## src/rtl/game_pkg.sv

```systemverilog
// Shared types and default sizing for the Flappy Bird game blocks.
// The bird and pipe datapaths reuse these defaults so the whole game scales together.
package game_pkg;

   typedef enum logic [1:0] {
      ST_IDLE = 2'd0,
      ST_ARM  = 2'd1,
      ST_PLAY = 2'd2,
      ST_DEAD = 2'd3
   } game_state_e;

   localparam int TICK_DIV_DEF  = 8;
   localparam int SCORE_W_DEF   = 7;
   localparam int DEAD_HOLD_DEF = 4;

endpackage

```

## src/rtl/tick_divider.sv

```systemverilog
// Game-tick divider: counts enabled cycles 0..DIV-1 and pulses on the terminal count.
// The count freezes while enable is low and returns to zero on clear.
module tick_divider
   import game_pkg::*;
#(
   parameter int DIV = TICK_DIV_DEF
) (
   input  logic clk,
   input  logic rst,
   input  logic clear,
   input  logic enable,
   output logic pulse
);

   localparam int CW = (DIV > 1) ? $clog2(DIV) : 1;
   localparam logic [CW-1:0] TERM = CW'(DIV - 1);

   logic [CW-1:0] cnt_q, cnt_d;

   always_comb begin
      cnt_d = cnt_q;
      if (clear) begin
         cnt_d = '0;
      end else if (enable) begin
         cnt_d = (cnt_q == TERM) ? '0 : cnt_q + CW'(1);
      end
   end

   always_ff @(posedge clk) begin
      if (rst) begin
         cnt_q <= '0;
      end else begin
         cnt_q <= cnt_d;
      end
   end

   assign pulse = enable & (cnt_q == TERM);

endmodule

```

## src/rtl/game_flow_ctrl.sv

```systemverilog
// Top-level game sequencer: owns game state, tick pacing, death merge, score and restart clear.
//   state | meaning
//   IDLE  | power-up / after reset, waiting for start
//   ARM   | one cycle, clearPlay pulse, score and tick counter cleared
//   PLAY  | game running, ticks issued, score counts pipes
//   DEAD  | bird died, score frozen, restart accepted after DEAD_HOLD cycles
module game_flow_ctrl
   import game_pkg::*;
#(
   parameter int TICK_DIV  = TICK_DIV_DEF,
   parameter int SCORE_W   = SCORE_W_DEF,
   parameter int DEAD_HOLD = DEAD_HOLD_DEF
) (
   input  logic               Clock,
   input  logic               Reset,
   input  logic               start,
   input  logic               edgeDeath,
   input  logic               pipeDeath,
   input  logic               pipePassed,
   output logic               tick,
   output logic               playing,
   output logic               dead,
   output logic               clearPlay,
   output logic [SCORE_W-1:0] score
);

   localparam logic [1:0] S_IDLE = ST_IDLE;
   localparam logic [1:0] S_ARM  = ST_ARM;
   localparam logic [1:0] S_PLAY = ST_PLAY;
   localparam logic [1:0] S_DEAD = ST_DEAD;

   localparam int HW = $clog2(DEAD_HOLD + 1);
   localparam logic [HW-1:0]      HOLD_DONE = HW'(DEAD_HOLD);
   localparam logic [SCORE_W-1:0] SCORE_MAX = '1;

   logic [1:0]         state_q, state_d;
   logic [SCORE_W-1:0] score_q, score_d;
   logic [HW-1:0]      hold_q,  hold_d;

   logic death;
   logic in_play;
   logic tick_en;
   logic hold_ok;

   assign death   = edgeDeath | pipeDeath;
   assign in_play = (state_q == S_PLAY);
   assign tick_en = in_play & ~death;
   assign hold_ok = (hold_q == HOLD_DONE);

   always_comb begin
      state_d = state_q;
      score_d = score_q;
      hold_d  = hold_q;
      case (state_q)
         S_IDLE: begin
            if (start) state_d = S_ARM;
         end
         S_ARM: begin
            state_d = S_PLAY;
            score_d = '0;
         end
         S_PLAY: begin
            // A death in the same cycle as a pipe pass must not award the point.
            if (death) begin
               state_d = S_DEAD;
               hold_d  = '0;
            end else if (pipePassed && (score_q != SCORE_MAX)) begin
               score_d = score_q + SCORE_W'(1);
            end
         end
         S_DEAD: begin
            if (!hold_ok) begin
               hold_d = hold_q + HW'(1);
            end else if (start) begin
               state_d = S_ARM;
            end
         end
         default: begin
            state_d = S_IDLE;
         end
      endcase
   end

   always_ff @(posedge Clock) begin
      if (Reset) begin
         state_q <= S_IDLE;
         score_q <= '0;
         hold_q  <= '0;
      end else begin
         state_q <= state_d;
         score_q <= score_d;
         hold_q  <= hold_d;
      end
   end

   tick_divider #(
      .DIV (TICK_DIV)
   ) u_tick_divider (
      .clk    (Clock),
      .rst    (Reset),
      .clear  (state_q == S_ARM),
      .enable (tick_en),
      .pulse  (tick)
   );

   assign playing   = in_play;
   assign dead      = (state_q == S_DEAD);
   assign clearPlay = (state_q == S_ARM);
   assign score     = score_q;

endmodule

```

## config.mk

```make
export PLATFORM = sky130hd
export DESIGN_NAME = game_flow_ctrl
export DESIGN_NICKNAME = d
export VERILOG_FILES = /design/src/rtl/game_pkg.sv /design/src/rtl/tick_divider.sv /design/src/rtl/game_flow_ctrl.sv
export SDC_FILE = /design/constraint.sdc
export NUM_CORES = 1
export LEC_CHECK = 0
export ABC_CLOCK_PERIOD_IN_PS = 1900
export CAP_MARGIN = 10
export CORE_MARGIN = 2
export CORE_UTILIZATION = 43
export CTS_CLUSTER_DIAMETER = 30
export CTS_CLUSTER_SIZE = 12
export DETAILED_ROUTE_END_ITERATION = 7
export PLACE_DENSITY = 0.69
export SYNTH_ARGS = -nofsm -noshare
export SYNTH_HDL_FRONTEND = slang
export SYNTH_SLANG_ARGS = --single-unit
```

## constraint.sdc

```tcl
create_clock -name Clock -period 1.9 [get_ports Clock]
set_input_delay 0.38 -clock Clock [delete_from_list [all_inputs] [get_ports Clock]]
set_output_delay 0.38 -clock Clock [all_outputs]
set_load 0.03 [all_outputs]
```

# == Yosys cells after proc, flatten, opt, wreduce, memory -nomap -nowiden ==
# Index checks and enable logic that the tools add are counted.
# word_totals
wordCells,41
regBits,15
out_inout_bits,11
# classes
n_mux,11
bitwise,4
addsub,3
eq_ne,11
reduce_logical,8
# op_table
operator,n
7-bit two-way mux,2
7-bit case mux with 2 select lines,1
3-bit two-way mux,3
2-bit case mux with 4 select lines,1
"7-bit by 1-bit adder with 7-bit output, second input constant",1
"7-bit inequality test, second input constant",1
"3-bit by 1-bit adder with 3-bit output, second input constant",2
"3-bit == test, second input constant",2
2-bit two-way mux,3
"2-bit inequality test, second input constant",3
3-bit case mux with 2 select lines,1
3-bit AND reduction,2
"2-bit == test, second input constant",2
"2-bit by 1-bit inequality test with 1-bit output, second input constant",2
2-bit nonzero test,2
1-bit AND,2
"2-bit by 1-bit == test with 1-bit output, second input constant",1
2-bit logical NOT,1
2-bit AND reduction,1
2-bit OR reduction,1
1-bit logical AND,1
1-bit inverter,1
1-bit OR,1

# == Logic depth before layout (Yosys ltp) ==
# depth
ltp_word,5
depth_mapped,6
mapped_depth_nobuf,6

# == By module ==
# A second synthesis with hierarchy kept.
# hier_totals
hier_cells,93
hier_area_um2,863.3
# modules_own_cells
module,seq_area_each_um2,n_inst,cells_each,area_per_inst_um2
game_flow_ctrl,240.2,1,79,708.2
tick_divider,60.1,1,14,155.1

# == Worst setup path after synthesis ==
# No wires, ideal clock.
# synth_timing
path_type,register to output
from,reg state_q[0]
to,out tick
arrival_ps,1501
slack_ps,19
path_stages_with_launch,5
path_cell_list,dfxtp_1 -> inv_1 -> ha_1 -> nor3b_2 -> and2_1
# synth_via
elab_chain_cells,3
# synth_rtl
element,line,source
"start, declared",game_flow_ctrl.sv:36,"logic [1:0] state_q, state_d;"
"start signal, assigned",game_flow_ctrl.sv:90,state_q <= state_d;
2-bit == test,game_flow_ctrl.sv:46,assign in_play = (state_q == S_PLAY);
named net playing,game_flow_ctrl.sv:21,"output logic playing,"
1-bit AND,game_flow_ctrl.sv:47,assign tick_en = in_play & ~death;
1-bit AND,tick_divider.sv:37,assign pulse = enable & (cnt_q == TERM);
"end, declared",game_flow_ctrl.sv:20,"output logic tick,"
# The timed path passes the listed nets, and every way through them passes these cells.

# == Worst setup path after layout ==
# layout_timing
from,reg state_q[0]
to,out tick
# layout_via
elab_chain_cells,3
# layout_rtl
element,line
2-bit == test,game_flow_ctrl.sv:46
1-bit AND,game_flow_ctrl.sv:47
1-bit AND,tick_divider.sv:37
# No other way between the ends.

==> impl_metrics.sql <==
INSERT INTO impl_metrics (metric_group, metric, value, unit) VALUES
('die', 'rows', '15', ''),
('worst_setup_path', 'worstPathMaxFanout', '5', ''),
('worst_setup_path', 'critical_path_arrival', '1450', 'ps'),
('pwr', 'p_leak', '0.452', 'nW'),
('worst_setup_path', 'worst_path_largest_cell_delay', '350', 'ps'),
('synthesis', 'synthesis.nets', '101', ''),
('synthesis', 'synth_area_per_cell', '9.15', 'µm²'),
('pwr', 'total_switching_power', '0.411', 'mW'),
('clock_network', 'clk_pin_slew_worst_paths', '110', 'ps'),
('layout', 'antenna_cells', '0', ''),
('global_routing', 'antenna_found_initial', '0', ''),
('min_path', 'holdCritPathClass', 'flop to flop', ''),
('global_routing', 'grt_pass1_wl', '2910', 'µm'),
('route', 'routedWlPerCell', '13.0', 'µm'),
('timing', 'timing.setup.tns', '0', 'ps'),
('route', 'avgViaCountPerCell', '5.42', ''),
('global_routing', 'grt.overflow.total', '0', ''),
('clock_network', 'cts_hold_buf', '0', ''),
('clock_network', 'cts.sinks', '15', ''),
('run_status', 'status', 'completed', ''),
('clock_network', 'clockBufferDepth', '2', ''),
('timing', 'setup_viol', '0', ''),
('worst_setup_path', 'critical-path-top-delay-family', 'flip-flops', ''),
('layout', 'stdcell_area', '1110', 'µm²'),
('global_routing', 'grtUsageTotal', '18.9', '%'),
('route', 'drc_errors', '0', ''),
('layout', 'drive_above_1_share', '18.1', '%'),
('place', 'buffer_ports.inserted', '16', ''),
('timing', 'timing.final.max_slew_violations', '0', ''),
('layout', 'nNetsFinal', '131', ''),
('clock_network', 'htree_levels', '1', ''),
('die', 'start_util', '46.1', '%'),
('worst_setup_path', 'cpMaxStageDelayCell', 'sky130_fd_sc_hd__dfxtp_2', ''),
('route', 'routed_wirelength', '1830', 'µm'),
('layout', 'multi_input_comb_area', '490', 'µm²'),
('pwr', 'seq_power_share', '34.5', '%'),
('layout', 'final_common_cell', 'sky130_fd_sc_hd__dfxtp_1', ''),
('route', 'num_vias', '764', ''),
('clock_network', 'cts_tree', 'built', ''),
('layout', 'layout_common_cells', '14 x sky130_fd_sc_hd__dfxtp_1, 11 x sky130_fd_sc_hd__clkdlybuf4s50_1, 11 x sky130_fd_sc_hd__buf_4', ''),
('synthesis', 'synth.cell_area', '796', 'µm²'),
('flow_run', 'max_cap_viol_count', '0', ''),
('worst_setup_path', 'timing.critical_path.to_type', 'primary output', ''),
('synthesis', 'async_reset_ff_share', '0', '%'),
('timing', 'max_freq', '546', 'MHz'),
('place', 'dpl_worst_slack', '-41.3', 'ps'),
('pwr', 'maximum_vdd_drop', '605', 'µV'),
('clock_network', 'clk_root_buffer_cell', 'sky130_fd_sc_hd__clkbuf_4', ''),
('layout', 'final_core_density', '64.3', '%'),
('clock_network', 'clock_insertion_delay_worst_skew', '300', 'ps'),
('synthesis', 'synth_sequential_area_ratio', '37.7', '%'),
('die', 'floorplan.core_area', '1730', 'µm²'),
('timing', 'final.period_utilization', '96.4', '%'),
('timing', 'final-hold-violation-count', '0', ''),
('synthesis', 'syn_inst', '87', ''),
('clock_network', 'total_clock_buffers_created_by_cts', '3', ''),
('timing', 'worst_clock_skew', '7.24', 'ps'),
('timing', 'timing.final.ws_setup', '67.8', 'ps'),
('synthesis', 'ys_warn_count', '0', ''),
('place', 'dp.final_hpwl', '1380', 'µm'),
('layout', 'seq_area', '302', 'µm²'),
('die', 'die_width', '47.0', 'µm'),
('pwr', 'clock_power_share', '18.9', '%'),
('timing', 'fin_worst_hold_slack', '482', 'ps'),
('worst_setup_path', 'worst-setup-path-type', 'flop to primary output', ''),
('synthesis', 'synthDistinctLibCells', '31', ''),
('pwr', 'p_int', '0.646', 'mW'),
('worst_setup_path', 'data_required_time_at_the_worst_endpoint', '1520', 'ps'),
('die', 'die-height', '47.0', 'µm'),
('synthesis', 'ys.flop_type', 'sky130_fd_sc_hd__dfxtp_1', ''),
('global_routing', 'via_count_of_the_first_global_routing_pass', '669', '');
-- cells in the mapped netlist, drive strengths merged, types with 2 or more instances --
library cell   n  area, µm²
nor2b          2       12.5
a211oi         2       20.0
a31oi          4       25.0
nand2b         2       12.5
dfxtp         15        300
ha             8        100
nand4          3       18.8
mux2i          3       30.0
o211ai         2       15.0
inv            7       26.3
nor2           3       11.3
a21oi          5       25.0
o21ai          5       25.0
nand2          6       22.5
a41oi          2       17.5
and3           2       12.5
nor3           3       15.0
-- logic make-up after synthesis --
group           after synthesis  share of synthesized area [%]
compound gates               25                           21.5
xor+xnor                      1                           1.10
fa+ha+maj                     8                           12.6
buf+inv                       8                           3.77
flops                        15                           37.7
mux                           3                           3.77
simple gates                 27                           19.5
-- sequential cells by signal, summed over array words and instances (netlist names) --
signal	flops
hold_q	3
score	7
u_tick_divider.cnt_q	3
state_q	2
-- final cells by class --
cell class / instances / area share [%]
Sequential cell: 15 / 27.1
Timing Repair Buffer: 26 / 20.8
Clock inverter: 1 / 0.676
Tap cell: 25 / 2.82
Inverter: 7 / 2.36
Clock buffer: 3 / 2.03
Multi-Input combinational cell: 64 / 44.1
-- through the flow --
stage,std cells,power (mW)
detailed placement,137,0.821
CTS,141,1.00
floorplan,87,0.634
finish,141,1.06
global route,141,1.12
global placement,137,0.808
-- what timing repair did --
action | 4_1_cts | 5_1_grt
gates cloned | 0 | 0
resized for setup | 3 | 6
setup endpoints to repair | 3 | 7
pin swaps | 0 | 1
-- layer usage --
layer  vias up  GRT usage, %  share of wire (%)
li1        385             -                  -
met1       348          26.8                 46
met2        27          27.1                 47
met3         4          4.62                5.8
met4         0          8.33                1.4
met5         -             0                  0
-- power groups by stage --
stage / Clock (mW) / Sequential (mW) / Combinational (mW)
floorplan: 0 / 0.360 / 0.275
global placement: 0 / 0.362 / 0.446
detailed placement: 0 / 0.364 / 0.458
CTS: 0.202 / 0.357 / 0.443
global route: 0.217 / 0.369 / 0.536
finish: 0.199 / 0.365 / 0.493
-- worst paths after layout --
path	start	end	slack, ps	depth (start not counted)
setup / recovery	state_q[0]	tick	70	5
hold / removal	hold_q[1]	hold_q[1]	480	2
setup reg to reg	state_q[0]	score[4]	160	7
hold reg to reg	hold_q[1]	hold_q[1]	480	2
-- worst reg2reg max path, stage by stage (launching register included) --
cell,delay [ps]
sky130_fd_sc_hd__dfxtp_2,350
sky130_fd_sc_hd__inv_1,140
sky130_fd_sc_hd__ha_4,230
sky130_fd_sc_hd__nor4b_2,260
sky130_fd_sc_hd__buf_4,150
sky130_fd_sc_hd__o21ai_0,70
sky130_fd_sc_hd__o211ai_1,260
sky130_fd_sc_hd__a31oi_1,160
Note: power is estimated with default switching activity, not from simulation.
